`config.mk`:
```
export PLATFORM = sky130hd
export DESIGN_NAME = rom_ctrl_rom_reader
export DESIGN_NICKNAME = d
export VERILOG_FILES = /design/src/rtl/rom_ctrl_rom_reader.sv
export SDC_FILE = /design/constraint.sdc
export NUM_CORES = 1
export LEC_CHECK = 0
export BUFFER_PORTS_ARGS = -buffer_cell sky130_fd_sc_hd__buf_2
export CAP_MARGIN = 20
export CORE_ASPECT_RATIO = 1.25
export CORE_MARGIN = 2
export CORE_UTILIZATION = 40
export CTS_CLUSTER_SIZE = 8
export DETAILED_ROUTE_END_ITERATION = 10
export PLACE_DENSITY_LB_ADDON = 0.25
export SLEW_MARGIN = 20
export SYNTH_ARGS = -nofsm -noshare
export SYNTH_HDL_FRONTEND = slang
export SYNTH_SLANG_ARGS = --single-unit
```
`constraint.sdc`:
```
create_clock -name clk_i -period 3.8 [get_ports clk_i]
set_input_delay 0.38 -clock clk_i [delete_from_list [all_inputs] [get_ports clk_i]]
set_output_delay 0.38 -clock clk_i [all_outputs]
set_load 0.03 [all_outputs]
```
`src/rtl/rom_ctrl_rom_reader.sv`:
```
// ROM sweep sequencer: streams scrambled image words to KMAC and captures the
// de-scrambled digest words, with redundant address counters for fault detection.
module rom_ctrl_rom_reader #(
  parameter int unsigned Width       = 40,
  parameter int unsigned Depth       = 16,
  parameter int unsigned DigestWords = 8,
  localparam int unsigned Aw         = $clog2(Depth)
) (
  input  logic                      clk_i,
  input  logic                      rst_ni,
  input  logic                      start_i,
  output logic                      rom_req_o,
  output logic [Aw-1:0]             rom_addr_o,
  output logic [Aw-1:0]             prince_addr_o,
  input  logic [Width-1:0]          rom_scr_rdata_i,
  input  logic [Width-1:0]          rom_clr_rdata_i,
  output logic                      kmac_valid_o,
  output logic [Width-1:0]          kmac_data_o,
  output logic                      kmac_last_o,
  input  logic                      kmac_ready_i,
  output logic [32*DigestWords-1:0] exp_digest_o,
  output logic                      done_o,
  output logic                      alert_o
);

  localparam logic [Aw-1:0] NumImg      = Aw'(Depth - DigestWords);
  localparam logic [Aw-1:0] LastImgAddr = Aw'(Depth - DigestWords - 1);
  localparam logic [Aw-1:0] LastAddr    = Aw'(Depth - 1);

  // Codewords of a [6,3,3] code: every pair differs in at least 3 bits.
  typedef enum logic [5:0] {
    StIdle  = 6'b100110,
    StReq   = 6'b010101,
    StWait  = 6'b001011,
    StOffer = 6'b110011,
    StStep  = 6'b101101,
    StDone  = 6'b011110,
    StError = 6'b111000
  } state_e;

  // Held as a raw vector so that unlisted encodings remain representable.
  logic [5:0]               state_q;
  logic [Aw-1:0]            rom_addr_q;
  logic [Aw-1:0]            prince_addr_q;
  logic [Width-1:0]         data_q;
  logic                     last_q;
  logic [32*DigestWords-1:0] digest_q;
  logic                     cnt_mismatch;
  logic [Aw-1:0]            dig_idx;
  logic                     unused_clr;

  assign cnt_mismatch = (rom_addr_q != prince_addr_q);
  assign dig_idx      = rom_addr_q - NumImg;
  assign unused_clr   = ^rom_clr_rdata_i;

  always_ff @(posedge clk_i or negedge rst_ni) begin
    if (!rst_ni) begin
      state_q       <= StIdle;
      rom_addr_q    <= '0;
      prince_addr_q <= '0;
      data_q        <= '0;
      last_q        <= 1'b0;
      digest_q      <= '0;
    end else if (cnt_mismatch) begin
      state_q <= StError;
    end else begin
      case (state_q)
        StIdle: begin
          if (start_i) begin
            state_q       <= StReq;
            rom_addr_q    <= '0;
            prince_addr_q <= '0;
          end
        end
        StReq: state_q <= StWait;
        StWait: begin
          if (rom_addr_q < NumImg) begin
            data_q  <= rom_scr_rdata_i;
            last_q  <= (rom_addr_q == LastImgAddr);
            state_q <= StOffer;
          end else begin
            for (int unsigned i = 0; i < DigestWords; i++) begin
              if (32'(dig_idx) == i) digest_q[32*i +: 32] <= rom_clr_rdata_i[31:0];
            end
            state_q <= StStep;
          end
        end
        StOffer: begin
          if (kmac_ready_i) state_q <= StStep;
        end
        StStep: begin
          // Exit before the counters would wrap from the last address.
          if (rom_addr_q == LastAddr) begin
            state_q <= StDone;
          end else begin
            rom_addr_q    <= rom_addr_q + 1'b1;
            prince_addr_q <= prince_addr_q + 1'b1;
            state_q       <= StReq;
          end
        end
        StDone:  state_q <= StDone;
        StError: state_q <= StError;
        default: state_q <= StError;
      endcase
    end
  end

  assign rom_req_o     = (state_q == StReq);
  assign rom_addr_o    = rom_addr_q;
  assign prince_addr_o = prince_addr_q;
  assign kmac_valid_o  = (state_q == StOffer);
  assign kmac_data_o   = data_q;
  assign kmac_last_o   = (state_q == StOffer) & last_q;
  assign exp_digest_o  = digest_q;
  assign done_o        = (state_q == StDone);
  assign alert_o       = (state_q == StError);

endmodule

```
After elaboration in Yosys (flattened, before gate mapping)
Index checks and enable logic that the tools add are counted.

Bits in writable memories: 0. Memories: 0. Output and inout port bits: 309. Register bits after elaboration: 311. Word-level logic and storage cells: 65. Bits in latches: 0. Memory bits (read-only): 0. Bits of input ports: 84.

Shifts and indexed selects: 0. Add/sub/neg operators: 3. Multipliers: 0. $lt $le $gt $ge: 1. Reductions and logical operators: 13. Bitwise operators: 3. Mux-type cells: 11. Equal/unequal tests: 21. Div/mod/pow operators: 0.

Operators by type and width (number): $pmux 6 s6 (1); $reduce_and 4->1 (9); $eq 6x6->1 const B (4); $eq 4x3->1 const B (5); $mux 6 (3); $mux 4 (4); $pmux 4 s2 (2); $eq 6x5->1 const B (2); $add 4x1->4 const B (2); $eq 4x2->1 const B (2); $eq 6x4->1 const B (1); $mux 5 (1); $eq 4x1->1 const B (1); $eq 4x4->1 const B (1); $logic_not 4->1 (1); $lt 4x4->1 const B (1); $ne 2x2->1 const B (2); $ne 4x4->1 (1); $sub 4x4->4 const B (1); $ne 3x1->1 const B (1); $ne 3x3->1 const B (1); $reduce_and 3->1 (1); $not 1->1 (2); $reduce_and 2->1 (1); 2 further kinds (2).

Logic depth before layout (Yosys ltp)
Depth after elaboration: 4. Gate-level depth with buffers: 7. Gate-level depth less buffers: 6.

Least setup slack after synthesis
Ideal clock, no wire load.

Kind: reg-to-reg. Start: register state_q[2]. End: register state_q[4]. Buffers on the path: 0. Clock period less this slack: 2.398 ns. Cell stages (with the launch flop): 6. Slack: 1.402 ns. Setup time: 0.129 ns. Arrival time: 2.269 ns. Required time: 3.671 ns. Cells stage by stage: dfstp_2 -> nand3b_1 -> nor4b_1 -> a211oi_1 -> nor4bb_1 -> o21ai_0.

Longest elaborated chain between the ends: 3. Elaborated cells between the ends (all ways): 11. Those cells by class: eq/ne: 8; mux: 2; reduce/logical: 1.

Ends and longest elaborated chain: start: declaration (RTL line 42) `logic [5:0] state_q;`; start signal: assignment (RTL line 58) `state_q <= StIdle;`; start signal: assignment (RTL line 65) `state_q <= StError;`; start signal: assignment (RTL line 70) `state_q <= StReq;`; $eq 6x5->1; named net rom_req_o (RTL line 12) `output logic rom_req_o,`; $pmux 6 s6 (RTL line 67) `case (state_q)`; $mux 6 (RTL line 64) `end else if (cnt_mismatch) begin`.

The timed path passes the listed nets, and every way through them passes these cells. A chain may end at the register's enable or synchronous reset.

Worst setup path after layout
Start: register state_q[3]. End: register digest_q[156], in the netlist exp_digest_o[156].

Longest elaborated chain between the ends: 2.

Ends and longest elaborated chain: $eq 6x4->1 (RTL line 67); $reduce_and 4->1 (no source line); end signal: indexed assignment (RTL line 83) `if (32'(dig_idx) == i) digest_q[32*i +: 32] <= rom_clr_rdata_i[31:0];`; end: declaration (RTL line 47) `logic [32*DigestWords-1:0] digest_q;`.

No other way between the ends.

==> reports/metrics.cfg <==
[outcome]
status = finished clean

[grt]
antenna_found_initial = 0
grt.overflow.total = 0
grt_pass1_wl_um = 47770
grtUsageTotal_pct = 19.54
grt_max_degree = 161
first_global_vias = 8026

[power_and_ir_drop]
p_per_area_mw_per_mm2 = 478.6
total_power_mw = 7.480
internal-power_mw = 5.672
ir_drop_mv = 0.3385
p_comb_share_pct = 7.8
p_leak_nw = 7.882
p_sw_mw = 1.808
p_sw_share_pct = 24.17
sequentialPowerShare_pct = 46.4
p_clk_share_pct = 45.7

[detailed_routing]
drt-initial-drc-count = 338
drc = 0
wl_per_cell_um = 20.12
num_vias = 7793
detail-route-antenna-nets = 0
drt_first_pass_iters = 4
vias_per_cell = 4.948
totalWireLength_um = 31690

[synth]
synth_nets = 842
synth_area_leaders = dfrtp_1 63%, mux2_2 27%, buf_6 1.8%, mux2_1 0.93%, dfstp_2 0.65%
synth_top_area_cell = dfrtp_1
synth-simple-area-share_pct = 3.606
synth_top_flop_cell = dfrtp_1
synth_area_sq_mm = 0.01214
synth_adder_area_share_pct = 0.5151
yosys_register_bits = 311
synth_top_area_share_pct = 63.47
syn_area_per_cell_sq_um = 16.13
yosysMostFrequentCell = dfrtp_1
netlist_instances = 753
synth_top_family_by_area = multiplexers
synth.area.mux_share_pct = 27.53
synth_cell_types = 49
synth-xor-area-share_pct = 0.2885
synth_compound_area_share_pct = 1.504
synth-seq-area-share_pct = 64.11
async_flop_share_pct = 100.0
synth_edf_count = 0
yosys_warnings = 0
synth_top_cells_by_count = 308 x dfrtp_1, 286 x mux2_2, 19 x buf_6, 17 x nand2_1, 13 x nor2_1

[clocking]
clk_latency_ns = 0.54
cts_buffer_depth = 3
cts_setup_buffers = 0
cts_root_buffer = clkbuf_16
htreeDepth = 2
clk_pin_slew_ns = 0.05
cts_made_buffers = 44
cts_tree = yes
clock_sinks = 311

[sta]
grt_setup_unrepaired = false
holdWs_ns = 0.07844
drv_slew = 0
relSlewSlack_pct = 35.78
fmax_mhz = 350.4
tightest_slew_ns = 0.9632
finalCriticalPeriod_ns = 2.854
hold_violations = 0
setup_viol = 0
tns_ns = 0
layout_setup_ws_ns = 0.9464
post-route-period-util_pct = 75.09
finalClockSkew_ns = 0.01789

[critical_path]
crit_fanout = 22
rr_startpoint = state_q[3]
cp_num_buf_inv = 1
critPathLaunchType = flop
crit_start = state_q[3]
crit_arrival_ns = 3.28
crit_path_end_kind = flop
cpLargestDelayFamily = simple AND/OR/NAND/NOR gates
cp_cell_sequence = or3b_4 -> or2_4 -> nor2_2 -> nand4_2 -> buf_4 -> mux2_1
cpMaxStageDelayCell = dfrtp_1
path_class = reg2reg
cp.required_ns = 4.23
slowest_delay_ns = 0.54

[floorplan]
dieArea_sq_mm = 0.03178
die_h_um = 198.8
ios = 393
rows = 71
core_sq_mm = 0.03003
start_util_pct = 40.45
dieWidth_um = 159.8

[finish]
syn_to_final_growth_pct = 28.71
finish.instance_area_sq_mm = 0.01563
fin_util_pct = 52.06
layout-drive-gt1-share_pct = 63.97
final_cells = 1575
fin_nets = 1254
fill_cells = 2697
diodes = 0

[place]
dpl_worst_slack_ns = 0.9665
gp_congestion = 0.7943
dp.final_hpwl_um = 21650
placed_area_sq_mm = 0.01445
portBuffers = 384
dp.cells = 1519

[job]
drv_cap = 0

[worst_hold_path]
hp-class = in2reg
hp-start = rom_scr_rdata_i[15]

-- kinds of logic (layout without fill, tap and decap cells) --
family / Yosys count / after routing
AOI/OAI and AO/OA: 28 / 28
xor gates and xnor gates: 4 / 4
adders and majority gates: 5 / 5
buffers and inverters: 36 / 457
DFF: 311 / 311
muxes: 297 / 297
and+or+nand+nor: 72 / 72
-- layer usage --
layer	share of wire, %	global-route usage [%]	up-vias
li1	-	-	3489
met1	38	22.80	3941
met2	52	34.46	301
met3	6.9	5.129	62
met4	3.0	7.774	0
met5	0	0	-
-- final timing paths --
path / endpoint / slack (ns) / cells after the start
max: exp_digest_o[156] / 0.95 / 6
max in group asynchronous: exp_digest_o[110] / 2.43 / 3
min in group asynchronous: state_q[4] / 0.23 / 2
max reg2reg: exp_digest_o[156] / 0.95 / 6
min reg2reg: exp_digest_o[188] / 0.48 / 1
min: kmac_data_o[15] / 0.08 / 2
-- power by group through the flow --
stage | clock [mW] | sequential (mW) | combinational (mW)
finish | 3.42 | 3.47 | 0.587
global route | 3.66 | 3.48 | 0.627
CTS | 3.51 | 3.47 | 0.599
detailed placement | 0 | 3.52 | 0.597
floorplan | 0 | 3.74 | 0.0891
global placement | 0 | 3.52 | 0.592
-- registers in the layout, indices dropped and copies added, names as in the netlist --
register	count
exp_digest_o	256
kmac_data_o	40
state_q	6
prince_addr_o	4
rom_addr_o	4
last_q	1
-- what timing repair did --
item,CTS,global route
setup endpoints to repair,0,0
hold buffers,1,0
resized for setup,0,0
hold endpoints to repair,10,0
-- cells in the final DEF (no fill, tap or decap), drive strengths merged, types with 2 or more instances in the layout --
cell,n
dfrtp,308
or2,5
nand3,5
ha,5
clkbuf,52
nand3b,7
mux2,296
nor3,5
dfstp,3
nand2b,3
inv,5
buf,398
a21oi,5
nor2b,2
nor4bb,2
or3b,2
nand4,3
xnor2,4
nand2,17
nor2,17
o21ai,11
-- cell type report --
type,instances,area [sq um],area share (%)
clock inverters,3,45.04,0.2882
flip-flops and latches,311,7786,49.81
clock buffers,52,1131,7.236
repair buffers,399,2085,13.34
well taps,401,501.7,3.210
inverters,3,11.26,0.07204
multi-input cells,406,4071,26.05
No activity file was read; power rests on OpenSTA's default activity.
